**config.mk**
```make
export PLATFORM = sky130hd
export DESIGN_NAME = decode_stage_flat
export DESIGN_NICKNAME = d
export VERILOG_FILES = /design/src/rtl/rv32_pkg.sv /design/src/rtl/decode_stage_if.sv /design/src/rtl/imm_gen.sv /design/src/rtl/decode_stage.sv /design/src/flat_wrapper.sv
export SDC_FILE = /design/constraint.sdc
export NUM_CORES = 1
export LEC_CHECK = 0
export ABC_AREA = 1
export BUFFER_PORTS_ARGS = -buffer_cell sky130_fd_sc_hd__buf_2
export CAP_MARGIN = 10
export CORE_UTILIZATION = 44
export DETAILED_ROUTE_END_ITERATION = 6
export GPL_ROUTABILITY_DRIVEN = 0
export PLACE_DENSITY = 0.79
export SYNTH_ARGS = -nofsm -noshare
export SYNTH_HDL_FRONTEND = slang
export SYNTH_SLANG_ARGS = --single-unit
```
**constraint.sdc**
```tcl
create_clock -name clk -period 1.7 [get_ports clk]
set_input_delay 0.34 -clock clk [delete_from_list [all_inputs] [get_ports clk]]
set_output_delay 0.34 -clock clk [all_outputs]
set_load 0.01 [all_outputs]
```
**src/rtl/rv32_pkg.sv**
```systemverilog
// RV32I shared definitions: widths, base opcodes and the ID/EX payload record.
package rv32_pkg;

  localparam int unsigned XLEN       = 32;
  localparam int unsigned REG_ADDR_W = 5;

  localparam logic [6:0] OP_R      = 7'b0110011;
  localparam logic [6:0] OP_IMM    = 7'b0010011;
  localparam logic [6:0] OP_LOAD   = 7'b0000011;
  localparam logic [6:0] OP_STORE  = 7'b0100011;
  localparam logic [6:0] OP_BRANCH = 7'b1100011;
  localparam logic [6:0] OP_JAL    = 7'b1101111;
  localparam logic [6:0] OP_JALR   = 7'b1100111;
  localparam logic [6:0] OP_LUI    = 7'b0110111;
  localparam logic [6:0] OP_AUIPC  = 7'b0010111;
  localparam logic [6:0] OP_FENCE  = 7'b0001111;
  localparam logic [6:0] OP_SYSTEM = 7'b1110011;

  typedef struct packed {
    logic [XLEN-1:0]       pc;
    logic [XLEN-1:0]       rs1Data;
    logic [XLEN-1:0]       rs2Data;
    logic [XLEN-1:0]       imm;
    logic [REG_ADDR_W-1:0] rd;
    logic [6:0]            opcode;
    logic [2:0]            funct3;
    logic                  funct7b5;
    logic                  regWrite;
    logic                  isLoad;
  } idex_t;

endpackage

```
**src/rtl/decode_stage_if.sv**
```systemverilog
// Fetch / register_file / writeback / ID-EX signals of decode_stage.
// Carries out_illegal only when DECODE_ILLEGAL_TRAP_EN is defined.
interface decode_stage_if;
  import rv32_pkg::*;

  logic                  in_valid;
  logic                  in_ready;
  logic [31:0]           in_instr;
  logic [XLEN-1:0]       in_pc;
  logic                  flush;
  logic [REG_ADDR_W-1:0] readRegister1;
  logic [REG_ADDR_W-1:0] readRegister2;
  logic [XLEN-1:0]       readData1;
  logic [XLEN-1:0]       readData2;
  logic                  wb_regWrite;
  logic [REG_ADDR_W-1:0] wb_rd;
  logic [XLEN-1:0]       wb_data;
  logic                  out_valid;
  logic                  out_ready;
  logic [XLEN-1:0]       out_pc;
  logic [XLEN-1:0]       out_rs1_data;
  logic [XLEN-1:0]       out_rs2_data;
  logic [REG_ADDR_W-1:0] out_rd;
  logic [XLEN-1:0]       out_imm;
  logic [6:0]            out_opcode;
  logic [2:0]            out_funct3;
  logic                  out_funct7b5;
  logic                  out_reg_write;
  logic                  out_is_load;
`ifdef DECODE_ILLEGAL_TRAP_EN
  logic                  out_illegal;
`endif

  // Decode stage view
  modport slave (
    input  in_valid, in_instr, in_pc, flush, readData1, readData2,
           wb_regWrite, wb_rd, wb_data, out_ready,
    output in_ready, readRegister1, readRegister2, out_valid, out_pc,
           out_rs1_data, out_rs2_data, out_rd, out_imm, out_opcode,
           out_funct3, out_funct7b5, out_reg_write, out_is_load
`ifdef DECODE_ILLEGAL_TRAP_EN
    , output out_illegal
`endif
  );

  // Surrounding pipeline view (fetch, register_file, writeback, execute)
  modport master (
    output in_valid, in_instr, in_pc, flush, readData1, readData2,
           wb_regWrite, wb_rd, wb_data, out_ready,
    input  in_ready, readRegister1, readRegister2, out_valid, out_pc,
           out_rs1_data, out_rs2_data, out_rd, out_imm, out_opcode,
           out_funct3, out_funct7b5, out_reg_write, out_is_load
`ifdef DECODE_ILLEGAL_TRAP_EN
    , input out_illegal
`endif
  );

endinterface

```
**src/rtl/imm_gen.sv**
```systemverilog
// RV32I immediate extraction; every format sign-extends from instr[31].
module imm_gen
  import rv32_pkg::*;
(
  input  logic [31:0]     instr,
  output logic [XLEN-1:0] imm
);

  always_comb begin
    imm = '0;
    unique case (instr[6:0])
      OP_IMM, OP_LOAD, OP_JALR: imm = {{20{instr[31]}}, instr[31:20]};
      OP_STORE:                 imm = {{20{instr[31]}}, instr[31:25], instr[11:7]};
      OP_BRANCH:                imm = {{19{instr[31]}}, instr[31], instr[7],
                                       instr[30:25], instr[11:8], 1'b0};
      OP_LUI, OP_AUIPC:         imm = {instr[31:12], 12'b0};
      OP_JAL:                   imm = {{11{instr[31]}}, instr[31], instr[19:12],
                                       instr[20], instr[30:21], 1'b0};
      default:                  imm = '0;
    endcase
  end

endmodule

```
**src/rtl/decode_stage.sv**
```systemverilog
// RV32I decode stage: register_file read, writeback bypass, load-use stall, ID/EX register.
// Optional DECODE_ILLEGAL_TRAP_EN adds out_illegal for non-base opcodes.
module decode_stage
  import rv32_pkg::*;
(
  input  logic          clk,
  input  logic          rst_n,
  decode_stage_if.slave bus
);

  logic [REG_ADDR_W-1:0] rs1, rs2, rd;
  logic [6:0]            opcode;
  logic [XLEN-1:0]       imm, rs1Data, rs2Data;
  logic                  hazard, inReady, writesRd, outValid;
  idex_t                 idex, idexNext;
`ifdef DECODE_ILLEGAL_TRAP_EN
  logic                  legal, outIllegal;
`endif

  assign opcode = bus.in_instr[6:0];
  assign rd     = bus.in_instr[11:7];
  assign rs1    = bus.in_instr[19:15];
  assign rs2    = bus.in_instr[24:20];

  assign bus.readRegister1 = rs1;
  assign bus.readRegister2 = rs2;

  imm_gen u_immGen (.instr(bus.in_instr), .imm(imm));

  // register_file updates at the same edge we capture, so forward the in-flight write
  always_comb begin
    rs1Data = bus.readData1;
    rs2Data = bus.readData2;
    if (rs1 == '0)                                   rs1Data = '0;
    else if (bus.wb_regWrite && (bus.wb_rd == rs1))  rs1Data = bus.wb_data;
    if (rs2 == '0)                                   rs2Data = '0;
    else if (bus.wb_regWrite && (bus.wb_rd == rs2))  rs2Data = bus.wb_data;
  end

  always_comb begin
    writesRd = 1'b0;
    case (opcode)
      OP_R, OP_IMM, OP_LOAD, OP_JAL, OP_JALR, OP_LUI, OP_AUIPC: writesRd = 1'b1;
      default: writesRd = 1'b0;
    endcase
  end

`ifdef DECODE_ILLEGAL_TRAP_EN
  always_comb begin
    legal = 1'b0;
    case (opcode)
      OP_R, OP_IMM, OP_LOAD, OP_STORE, OP_BRANCH, OP_JAL, OP_JALR,
      OP_LUI, OP_AUIPC, OP_FENCE, OP_SYSTEM: legal = 1'b1;
      default: legal = 1'b0;
    endcase
  end
`endif

  always_comb begin
    idexNext          = '0;
    idexNext.pc       = bus.in_pc;
    idexNext.rs1Data  = rs1Data;
    idexNext.rs2Data  = rs2Data;
    idexNext.imm      = imm;
    idexNext.rd       = rd;
    idexNext.opcode   = opcode;
    idexNext.funct3   = bus.in_instr[14:12];
    idexNext.funct7b5 = bus.in_instr[30];
    idexNext.regWrite = writesRd && (rd != '0);
    idexNext.isLoad   = (opcode == OP_LOAD);
  end

  // A held load blocks any consumer of its rd until it has moved on
  assign hazard  = outValid && idex.isLoad && (idex.rd != '0) &&
                   ((idex.rd == rs1) || (idex.rd == rs2));
  assign inReady = rst_n && !bus.flush && !hazard && (!outValid || bus.out_ready);
  assign bus.in_ready = inReady;

  always_ff @(posedge clk) begin
    if (!rst_n) begin
      outValid <= 1'b0;
      idex     <= '0;
`ifdef DECODE_ILLEGAL_TRAP_EN
      outIllegal <= 1'b0;
`endif
    end else if (bus.flush) begin
      outValid <= 1'b0;
    end else if (bus.in_valid && inReady) begin
      outValid <= 1'b1;
      idex     <= idexNext;
`ifdef DECODE_ILLEGAL_TRAP_EN
      outIllegal <= !legal;
`endif
    end else if (outValid && bus.out_ready) begin
      outValid <= 1'b0;
    end
  end

  assign bus.out_valid     = outValid;
  assign bus.out_pc        = idex.pc;
  assign bus.out_rs1_data  = idex.rs1Data;
  assign bus.out_rs2_data  = idex.rs2Data;
  assign bus.out_rd        = idex.rd;
  assign bus.out_imm       = idex.imm;
  assign bus.out_opcode    = idex.opcode;
  assign bus.out_funct3    = idex.funct3;
  assign bus.out_funct7b5  = idex.funct7b5;
  assign bus.out_reg_write = idex.regWrite;
  assign bus.out_is_load   = idex.isLoad;
`ifdef DECODE_ILLEGAL_TRAP_EN
  assign bus.out_illegal   = outIllegal;
`endif

endmodule

```
**src/flat_wrapper.sv**
```systemverilog
// flat-port wrapper written by rule: the top's interface ports become plain ports
module decode_stage_flat import rv32_pkg::*;
  (clk, rst_n, bus_in_valid, bus_in_instr, bus_in_pc, bus_flush, bus_readData1, bus_readData2, bus_wb_regWrite, bus_wb_rd, bus_wb_data, bus_out_ready, bus_in_ready, bus_readRegister1, bus_readRegister2, bus_out_valid, bus_out_pc, bus_out_rs1_data, bus_out_rs2_data, bus_out_rd, bus_out_imm, bus_out_opcode, bus_out_funct3, bus_out_funct7b5, bus_out_reg_write, bus_out_is_load);
  decode_stage_if bus_i ();
  input  logic clk;
  input  logic rst_n;
  input wire logic [$bits(bus_i.in_valid)-1:0] bus_in_valid;
  input wire logic [$bits(bus_i.in_instr)-1:0] bus_in_instr;
  input wire logic [$bits(bus_i.in_pc)-1:0] bus_in_pc;
  input wire logic [$bits(bus_i.flush)-1:0] bus_flush;
  input wire logic [$bits(bus_i.readData1)-1:0] bus_readData1;
  input wire logic [$bits(bus_i.readData2)-1:0] bus_readData2;
  input wire logic [$bits(bus_i.wb_regWrite)-1:0] bus_wb_regWrite;
  input wire logic [$bits(bus_i.wb_rd)-1:0] bus_wb_rd;
  input wire logic [$bits(bus_i.wb_data)-1:0] bus_wb_data;
  input wire logic [$bits(bus_i.out_ready)-1:0] bus_out_ready;
  output wire logic [$bits(bus_i.in_ready)-1:0] bus_in_ready;
  output wire logic [$bits(bus_i.readRegister1)-1:0] bus_readRegister1;
  output wire logic [$bits(bus_i.readRegister2)-1:0] bus_readRegister2;
  output wire logic [$bits(bus_i.out_valid)-1:0] bus_out_valid;
  output wire logic [$bits(bus_i.out_pc)-1:0] bus_out_pc;
  output wire logic [$bits(bus_i.out_rs1_data)-1:0] bus_out_rs1_data;
  output wire logic [$bits(bus_i.out_rs2_data)-1:0] bus_out_rs2_data;
  output wire logic [$bits(bus_i.out_rd)-1:0] bus_out_rd;
  output wire logic [$bits(bus_i.out_imm)-1:0] bus_out_imm;
  output wire logic [$bits(bus_i.out_opcode)-1:0] bus_out_opcode;
  output wire logic [$bits(bus_i.out_funct3)-1:0] bus_out_funct3;
  output wire logic [$bits(bus_i.out_funct7b5)-1:0] bus_out_funct7b5;
  output wire logic [$bits(bus_i.out_reg_write)-1:0] bus_out_reg_write;
  output wire logic [$bits(bus_i.out_is_load)-1:0] bus_out_is_load;
  assign bus_i.in_valid = bus_in_valid;
  assign bus_i.in_instr = bus_in_instr;
  assign bus_i.in_pc = bus_in_pc;
  assign bus_i.flush = bus_flush;
  assign bus_i.readData1 = bus_readData1;
  assign bus_i.readData2 = bus_readData2;
  assign bus_i.wb_regWrite = bus_wb_regWrite;
  assign bus_i.wb_rd = bus_wb_rd;
  assign bus_i.wb_data = bus_wb_data;
  assign bus_i.out_ready = bus_out_ready;
  assign bus_in_ready = bus_i.in_ready;
  assign bus_readRegister1 = bus_i.readRegister1;
  assign bus_readRegister2 = bus_i.readRegister2;
  assign bus_out_valid = bus_i.out_valid;
  assign bus_out_pc = bus_i.out_pc;
  assign bus_out_rs1_data = bus_i.out_rs1_data;
  assign bus_out_rs2_data = bus_i.out_rs2_data;
  assign bus_out_rd = bus_i.out_rd;
  assign bus_out_imm = bus_i.out_imm;
  assign bus_out_opcode = bus_i.out_opcode;
  assign bus_out_funct3 = bus_i.out_funct3;
  assign bus_out_funct7b5 = bus_i.out_funct7b5;
  assign bus_out_reg_write = bus_i.out_reg_write;
  assign bus_out_is_load = bus_i.out_is_load;
  decode_stage u_core (.clk(clk), .rst_n(rst_n), .bus(bus_i));
endmodule
```
==> key figures <==
Run status
  – Run status: complete, but fails checks
  – Failing checks: setup timing

Layout
  – Layout area overhead: 59.1%
  – Final core area utilization: 0.716
  – Final nets: 1922
  – Fill count: 1350
  – Layout cells sized above 1: 0.416

Floorplan
  – Core Box Area: 18000 sq um
  – Die W: 138 um
  – Starting Density: 0.450
  – Die Y: 138 um
  – Die area: 19000 sq um
  – Ports: 329
  – FP Rows: 49

Worst setup path
  – Worst EP required: 1360 ps
  – Type of the worst setup path: flop to output port
  – Crit path arrival time: 1500 ps
  – Critical Path End: bus_in_ready
  – Startpoint Class: flop
  – Worst setup path startpoint: u_core.bus.out_rd[4]$_SDFFE_PN0P_
  – Setup slack, reg-to-reg: -120 ps
  – Cell depth of the worst flop-to-flop path: 14
  – Setup crit end kind: output port
  – Crit path max fanout: 4
  – R2R Path End: u_core.bus.out_rd[2]$_SDFFE_PN0P_
  – Reg2reg start: u_core.bus.out_rd[2]$_SDFFE_PN0P_

Drt
  – Initial DRC count: 952
  – # DRC: 0
  – Routed WL: 32000 um
  – Post-route ant nets: 0
  – DR pass1 iterations: 6
  – Vias per inst: 5.16
  – Wire per inst: 16.0 um
  – DR vias: 10289

Global route
  – First-pass GRT wire length: 43400 um
  – Initial antenna violation count: 1
  – Largest net degree at the start of global routing: 95
  – Vias in the first global route: 8607
  – GRT overflow: 0
  – GR Util All Layers: 0.295

Clock network
  – H-tree Lvls: 4
  – Post-CTS Hold Buffers: 0
  – Worst-skew pair later-pin latency: 430 ps
  – Clk slew on worst S/H paths: 70 ps
  – CTS sink cnt: 147
  – CTS Buffer Depth: 2
  – CTS tree: built
  – CTS Root Cell: clkbuf_16
  – Num CTS Buffers: 17

Logic synthesis
  – Post-synth top area share: 0.363
  – Yosys cell types: 30
  – Post-synth EDFFs: 0
  – Synthesized cell area: 8110 sq um
  – Yosys warns: 0
  – Top-count cell post-synth: nand2_1
  – Ys flop type: dfxtp_1
  – Seq/Total Area, Yosys: 0.363
  – Synth top cells by count: nand2_1 (428), nor2_1 (318), inv_1 (193)
  – Syn Nets: 1545
  – Syn Area/Cell: 5.90 sq um
  – Synth top area cells: dfxtp_1 (36%), nand2_1 (20%), nor2_1 (15%)
  – #FFs+latches synth: 147
  – Syn Inst Count: 1374
  – Area leader, netlist: dfxtp_1
  – Synth async-reset ratio: 0

Min path
  – Worst hold path class: input port to flop
  – Worst hold path startpoint: bus_in_pc[29]

Flow run
  – Number of max-cap violations: 0

STA
  – Max Slew Vio Count: 0
  – Final worst path period share: 1.08
  – Unrepaired setup endpoints after global routing: yes
  – Count of final setup violators: 120
  – Worst Slack Setup Final: -140 ps
  – Worst Max-Slew Pin Slew: 628 ps
  – Clock skew: 12.1 ps
  – Post-layout min period: 1840 ps
  – Setup TNS: -6070 ps
  – Final hold viol count: 0
  – Fmax: 543 MHz
  – Slew headroom: 0.581
  – Worst hold margin: 122 ps

Placement
  – Post-detail-place hpwl: 20200 um
  – Port Buffers: 328

Power and ir drop
  – Power per cell area: 796 nW/um^2
  – Leak pwr: 7.03 nW
  – Final Total Pwr: 10.3 mW
  – VDD IR max: 0.682 mV
==> critical path, stage by stage, from the launching register on <==
cell	delay, ps
dfxtp_4	380
inv_2	50
nand2_2	60
nand2_2	70
nor2_2	120
nand3_2	100
nand2_2	110
a21boi_2	60
buf_2	140
==> metal layers <==
layer  GRT usage  routed length (um)  vias to the layer above
met5           0                   0                        -
met4       0.149                1460                        0
met3      0.0740                2970                      144
met2       0.466               15100                      636
met1       0.370               12500                     4602
li1            -                   -                     4907
==> metrics by stage <==
stage / setup WS [ps] / cells / cell area (sq um)
final: -140 / 1995 / 12900
after detailed placement: -125 / 1926 / 10500
after global placement: -56.9 / 1926 / 10500
after floorplan: 86.9 / 1374 / 8110
after global routing: -204 / 1994 / 12900
after CTS: -177 / 1978 / 11800
==> placed cells by master, fill, tap and decap left out, types with 2 or more instances in the layout <==
master	netlist	final
buf_2	23	327
nor2_1	318	266
nand2_1	428	251
inv_1	193	185
dfxtp_1	147	142
nand2_2	1	127
a21oi_1	68	68
nand4_1	64	64
nand2_4	0	51
buf_4	20	51
nor2_2	1	43
buf_12	0	31
clkbuf_16	0	30
nand3_1	20	19
nor2_4	1	11
o21ai_0	11	11
buf_8	0	11
inv_2	3	9
o22ai_1	8	8
buf_16	0	8
inv_8	0	6
buf_6	8	6
nor3_1	6	5
o21bai_1	5	5
dfxtp_4	0	5
bufinv_16	0	4
inv_6	0	3
diode_2	0	2
inv_4	0	2
xnor2_1	2	2
nand3_2	1	2
==> kinds of logic (layout without fill, tap and decap cells) <==
logic type      Yosys count  after routing  synth area share
simple gates            843            843             0.419
buf+inv                 286            676             0.153
flops                   147            147             0.363
compound gates           96             96            0.0630
xor+xnor                  2              2           0.00216
other cells               0              2                 0
==> registers in the layout (all words and copies together), names as in the netlist <==
register                  count
u_core.bus.out_funct3         3
u_core.bus.out_pc            32
u_core.bus.out_reg_write      1
u_core.bus.out_is_load        1
u_core.bus.out_rs1_data      32
u_core.bus.out_valid          1
u_core.bus.out_rd             5
u_core.bus.out_rs2_data      32
u_core.bus.out_imm           32
u_core.bus.out_funct7b5       1
u_core.bus.out_opcode         7
==> power breakdown <==
part / switching, mW / internal [mW] / leakage, nW
combinational: 1.24 / 0.983 / 5.51
clock: 1.76 / 2.55 / 0.323
sequential: 0.106 / 3.62 / 1.21
==> layout make-up <==
type | count | area (sq um) | share of cell area
diodes | 2 | 5.00 | 0.000388
clock inverters | 15 | 238 | 0.0184
repair buffers | 447 | 3420 | 0.265
flip-flops and latches | 147 | 2960 | 0.230
multi-input cells | 941 | 4820 | 0.374
well taps | 229 | 287 | 0.0222
inverters | 197 | 744 | 0.0577
clock buffers | 17 | 425 | 0.0330
==> how the worst min path moves through the flow <==
stage	endpoint	slack (ps)	depth (start not counted)
floorplan	u_core.bus.out_funct3[0]$_SDFFE_PN0P_	470	2
global placement	u_core.bus.out_imm[28]$_SDFFE_PN0P_	490	4
detailed placement	u_core.bus.out_rs2_data[28]$_SDFFE_PN0P_	500	4
CTS	u_core.bus.out_pc[26]$_SDFFE_PN0P_	110	3
global route	u_core.bus.out_pc[29]$_SDFFE_PN0P_	120	3
finish	u_core.bus.out_pc[29]$_SDFFE_PN0P_	120	3
==> timing repair <==
action,in CTS,in global routing
cloned,11,15
endpoints found under the setup margin,122,144
pin swaps,11,95
gates resized for setup,71,283
setup buffers,10,6
(Power assumes the default switching activity.)
